## config.mk

```make
export PLATFORM = sky130hd
export DESIGN_NAME = pc_redirect
export DESIGN_NICKNAME = d
export VERILOG_FILES = /design/src/rtl/pc_redirect.sv
export SDC_FILE = /design/constraint.sdc
export NUM_CORES = 1
export LEC_CHECK = 0
export CORE_ASPECT_RATIO = 1.4
export CORE_MARGIN = 3
export CORE_UTILIZATION = 45
export DETAILED_ROUTE_END_ITERATION = 12
export PLACE_DENSITY = 0.78
export SLEW_MARGIN = 20
export SYNTH_ARGS = -nofsm -noshare
export SYNTH_HDL_FRONTEND = slang
export SYNTH_SLANG_ARGS = --single-unit
```

## constraint.sdc

```tcl
create_clock -name clk -period 3.5 [get_ports clk]
set_input_delay 1.05 -clock clk [delete_from_list [all_inputs] [get_ports clk]]
set_output_delay 1.05 -clock clk [all_outputs]
set_load 0.1 [all_outputs]
```

## src/rtl/pc_redirect.sv

```systemverilog
// pc_redirect: fetch PC register, instruction-memory request handshake and redirect/flush control.
// Optional misaligned-target trap enabled by defining PC_REDIRECT_MISALIGN_TRAP_EN.
`default_nettype none

module pc_redirect #(
    parameter logic [31:0] RESET_PC = 32'h0000_0000
) (
    input  logic        clk,
    input  logic        rst,
    input  logic        ex_valid,
    input  logic        ex_is_br,
    input  logic        ex_is_jump,
    input  logic        br_taken,
    input  logic [31:0] ex_target,
    input  logic        stall,
    input  logic        if_ready,
    output logic        if_req,
    output logic [31:0] pc_o,
    output logic        flush,
    output logic [31:0] redirect_cnt,
    output logic        trap_o,
    output logic [31:0] trap_pc
);

    localparam logic [1:0] ST_RUN  = 2'd0;
    localparam logic [1:0] ST_HOLD = 2'd1;
`ifdef PC_REDIRECT_MISALIGN_TRAP_EN
    localparam logic [1:0] ST_TRAP = 2'd2;
`endif

    logic [1:0]  state_q, state_d;
    logic [31:0] pc_q, pc_d;
    logic [31:0] pend_pc_q, pend_pc_d;
    logic [31:0] cnt_q, cnt_d;
    logic        if_req_q, if_req_d;

    logic        redirect_w;
    logic [31:0] target_w;
    logic        unused_target_lsb;

    assign redirect_w        = ex_valid & (ex_is_jump | (ex_is_br & br_taken));
    assign unused_target_lsb = ex_target[0];

`ifdef PC_REDIRECT_MISALIGN_TRAP_EN
    logic [31:0] trap_pc_q, trap_pc_d;
    logic        misalign_w;

    assign target_w   = {ex_target[31:1], 1'b0};
    assign misalign_w = target_w[1];
    assign trap_o     = (state_q == ST_TRAP);
    assign trap_pc    = trap_pc_q;
`else
    // Without the trap, redirects are silently forced onto a word boundary.
    assign target_w = {ex_target[31:2], 2'b00};
    assign trap_o   = 1'b0;
    assign trap_pc  = 32'h0000_0000;
`endif

    always_comb begin
        state_d   = state_q;
        pc_d      = pc_q;
        pend_pc_d = pend_pc_q;
        cnt_d     = cnt_q;
        if_req_d  = 1'b1;
`ifdef PC_REDIRECT_MISALIGN_TRAP_EN
        trap_pc_d = trap_pc_q;
`endif
        case (state_q)
            ST_RUN: begin
`ifdef PC_REDIRECT_MISALIGN_TRAP_EN
                if (redirect_w && misalign_w) begin
                    state_d   = ST_TRAP;
                    trap_pc_d = target_w;
                    if_req_d  = 1'b0;
                end else
`endif
                if (redirect_w) begin
                    cnt_d = cnt_q + 32'd1;
                    // An outstanding unaccepted request must keep its address stable.
                    if (if_ready || !if_req_q) begin
                        pc_d = target_w;
                    end else begin
                        pend_pc_d = target_w;
                        state_d   = ST_HOLD;
                    end
                end else if (if_req_q && if_ready && !stall) begin
                    pc_d = pc_q + 32'd4;
                end
            end
            ST_HOLD: begin
`ifdef PC_REDIRECT_MISALIGN_TRAP_EN
                if (redirect_w && misalign_w) begin
                    state_d   = ST_TRAP;
                    trap_pc_d = target_w;
                    if_req_d  = 1'b0;
                end else
`endif
                begin
                    if (redirect_w) begin
                        cnt_d     = cnt_q + 32'd1;
                        pend_pc_d = target_w;
                    end
                    if (if_ready) begin
                        pc_d    = redirect_w ? target_w : pend_pc_q;
                        state_d = ST_RUN;
                    end
                end
            end
`ifdef PC_REDIRECT_MISALIGN_TRAP_EN
            ST_TRAP: begin
                if_req_d = 1'b0;
            end
`endif
            default: begin
                state_d = ST_RUN;
            end
        endcase
    end

    always_ff @(posedge clk or posedge rst) begin
        if (rst) begin
            state_q   <= ST_RUN;
            pc_q      <= RESET_PC;
            pend_pc_q <= 32'h0000_0000;
            cnt_q     <= 32'h0000_0000;
            if_req_q  <= 1'b0;
        end else begin
            state_q   <= state_d;
            pc_q      <= pc_d;
            pend_pc_q <= pend_pc_d;
            cnt_q     <= cnt_d;
            if_req_q  <= if_req_d;
        end
    end

`ifdef PC_REDIRECT_MISALIGN_TRAP_EN
    always_ff @(posedge clk or posedge rst) begin
        if (rst) begin
            trap_pc_q <= 32'h0000_0000;
        end else begin
            trap_pc_q <= trap_pc_d;
        end
    end
`endif

    assign if_req       = if_req_q;
    assign pc_o         = pc_q;
    assign redirect_cnt = cnt_q;
    assign flush        = !rst & (redirect_w | (state_q == ST_HOLD));

endmodule

`default_nettype wire

```

==> impl_metrics.json <==
{
  "status": "completed",
  "leakagePower_nw": 3.02,
  "die_height_um": 135,
  "dieArea_um2": 13300,
  "fin_skew_ps": 7.66,
  "r2r_start": "state_q[0]",
  "ys.flop_type": "dfrtp_1",
  "worstSetupEndpointType": "primary output",
  "cts_buffers": 9,
  "muxShareOfSynthArea": 0.0667,
  "clockBufferDepth": 2,
  "synth-compound-area-share": 0.141,
  "synthCells": 552,
  "power_mw": 4.85,
  "first_pass_iters": 5,
  "yosysTopAreaCell": "dfrtp_1",
  "vias": 4627,
  "synthAdderAreaFrac": 0.00466,
  "slowest_delay_ps": 420,
  "final_common_cell": "dfrtp_1",
  "antenna_found_initial": 0,
  "fin_cells": 809,
  "cts_setup_buffers": 0,
  "cts_resized": 0,
  "tightestPinTransition_ps": 662,
  "fin_crit_ps": 3290,
  "power_density_nw_per_um2": 717,
  "path_clk_slew_ps": 70,
  "cts-htree-levels": 3,
  "gr-total-overflow": 0,
  "yosys-top-cells-area": "dfrtp_1 46%, mux2_2 6.3%, buf_4 4.9%, nand2_1 3.6%, o21ai_0 3.4%",
  "holdBufCountCts": 0,
  "die_w_um": 98.3,
  "drv_cap": 0,
  "synth_top_family_by_area": "simple AND/OR/NAND/NOR gates",
  "drc_errors": 0,
  "globalplace.congestion": 0.872,
  "async_flop_share": 1.00,
  "path_class": "input port to primary output",
  "crit_slowest_cell": "clkdlybuf4s50_1",
  "ir_drop_v": 0.000700,
  "combPwrFrac": 0.411,
  "clk_latency_ps": 350,
  "track_usage": 0.218,
  "swShare": 0.461,
  "crit_start": "ex_is_br",
  "layout_common_cells": "98 x dfrtp_1, 84 x buf_4, 51 x nand2_1",
  "r2r_cells": 5,
  "synth-edff-count": 0,
  "setup_viol": 0,
  "yosys.area_share.simple": 0.190,
  "period_share": 0.940,
  "synth_top_area_frac": 0.457,
  "power_switching_mw": 2.23,
  "timing_hold_violations_final": 0,
  "placed_cell_area_um2": 6390,
  "root_buffer": "clkbuf_16",
  "fin_hold_ws_ps": 478,
  "finish.instance_area_um2": 6760,
  "clkSinkCount": 98,
  "min_path_cells": 1,
  "slew_headroom": 0.558,
  "ys_types": 62,
  "fmax_mhz": 304,
  "holdCritStartpoint": "redirect_cnt[31]",
  "critPathArrivalTime_ps": 2240,
  "initial_core_util": 0.466,
  "syn_area_per_cell_um2": 9.73,
  "row_count": 46,
  "hold-path-endpoint": "redirect_cnt[31]",
  "ys_warn_count": 0,
  "drive_above_1_share": 0.223,
  "internal-power_mw": 2.61,
  "final_nets": 702,
  "cp_max_fo": 2,
  "p_clk_frac": 0.251,
  "dp_hpwl_um": 10600,
  "slew_violations": 0,
  "rsz0062_at_grt": "false",
  "drt_iter0_drc": 346,
  "port_buffers": 103,
  "drt.antenna.violating_nets": 0,
  "area_growth_pct": 25.8,
  "r2r_end": "pc_o[25]",
  "critical_path.top_delay_family": "buffers and inverters",
  "grt_max_degree": 67,
  "core_area_um2": 11500,
  "num_io_pins": 139,
  "startpoint_type": "input port",
  "ys_seq_area_frac": 0.457,
  "synth_seq_cells": 98,
  "reg2reg_slack_ps": 1290,
  "wl_per_cell_um": 17.8,
  "dp.cells": 793,
  "hp-class": "register to register",
  "via_per_inst": 5.72,
  "wl_um": 14400,
  "fill_cells": 1001,
  "grt_pass1_wl_um": 23400,
  "crit_chain": "clkdlybuf4s50_1, a21o_1, a21oi_1, nor2_2, buf_12",
  "tns_ps": 0,
  "pwr-share-seq": 0.338,
  "cp.required_ps": 2450,
  "synth-xor-area-share": 0.0604,
  "num_antenna_cells": 0,
  "syn-cell-area_um2": 5370,
  "cts_tree": "built",
  "grt_pass1_vias": 4570,
  "critPathBufInv": 2
}
==> metal layers <==
metal / share of wire / vias to the layer above / wire length, µm / track usage
li1: - / 2133 / - / -
met1: 0.38 / 2270 / 5520 / 0.261
met2: 0.53 / 194 / 7570 / 0.382
met3: 0.066 / 30 / 945 / 0.0438
met4: 0.025 / 0 / 354 / 0.0881
met5: 0 / - / 0 / 0
==> cell type report <==
class,instances,area (µm²),area share
multi-input cells,413,2640,0.390
flip-flops and latches,98,2450,0.363
repair buffers,124,1060,0.157
clock buffers,11,243,0.0359
well taps,144,180,0.0267
clock inverters,5,125,0.0185
inverters,14,56.3,0.00833
==> Yosys cell counts (all sizes together) (14+ instances only) <==
cell     n
o21ai   39
xor2    18
nor2    39
xnor2   19
nand4   18
a21oi   20
dfrtp   98
buf     45
clkbuf  14
inv     14
and3    15
mux2    30
nand3   29
nand2   52
==> sequential cells by signal, summed over array words and instances (netlist names) <==
name          count
pc_o             32
state_q           1
if_req            1
pend_pc_q        32
redirect_cnt     32
==> cells by family after synthesis <==
logic type,after synthesis
DFF,98
AOI/OAI and AO/OA,116
adders and majority gates,2
and+or+nand+nor,192
xor gates and xnor gates,37
muxes,32
other,2
buffers and inverters,73
==> worst max path at each step <==
stage / endpoint / slack, ps / depth (start not counted)
finish: flush / 210 / 5
floorplan: flush / 90 / 4
CTS: flush / 170 / 5
global route: flush / 140 / 5
detailed placement: flush / 180 / 5
global placement: flush / 190 / 5
==> metrics by stage <==
stage | setup WS [ps] | util
finish | 212 | 0.587
floorplan | 89.2 | -
detailed placement | 176 | 0.555
global placement | 188 | 0.555
CTS | 170 | 0.587
global route | 142 | 0.587
==> power groups by stage <==
stage	Sequential, mW	Clock, mW	Combinational [mW]
after floorplan	2.54	0	0.644
after global placement	1.63	0	1.97
after detailed placement	1.65	0	2.00
after CTS	1.63	1.24	2.00
after global routing	1.67	1.28	2.07
final	1.64	1.22	1.99
Note: power is estimated with default switching activity, not from simulation.
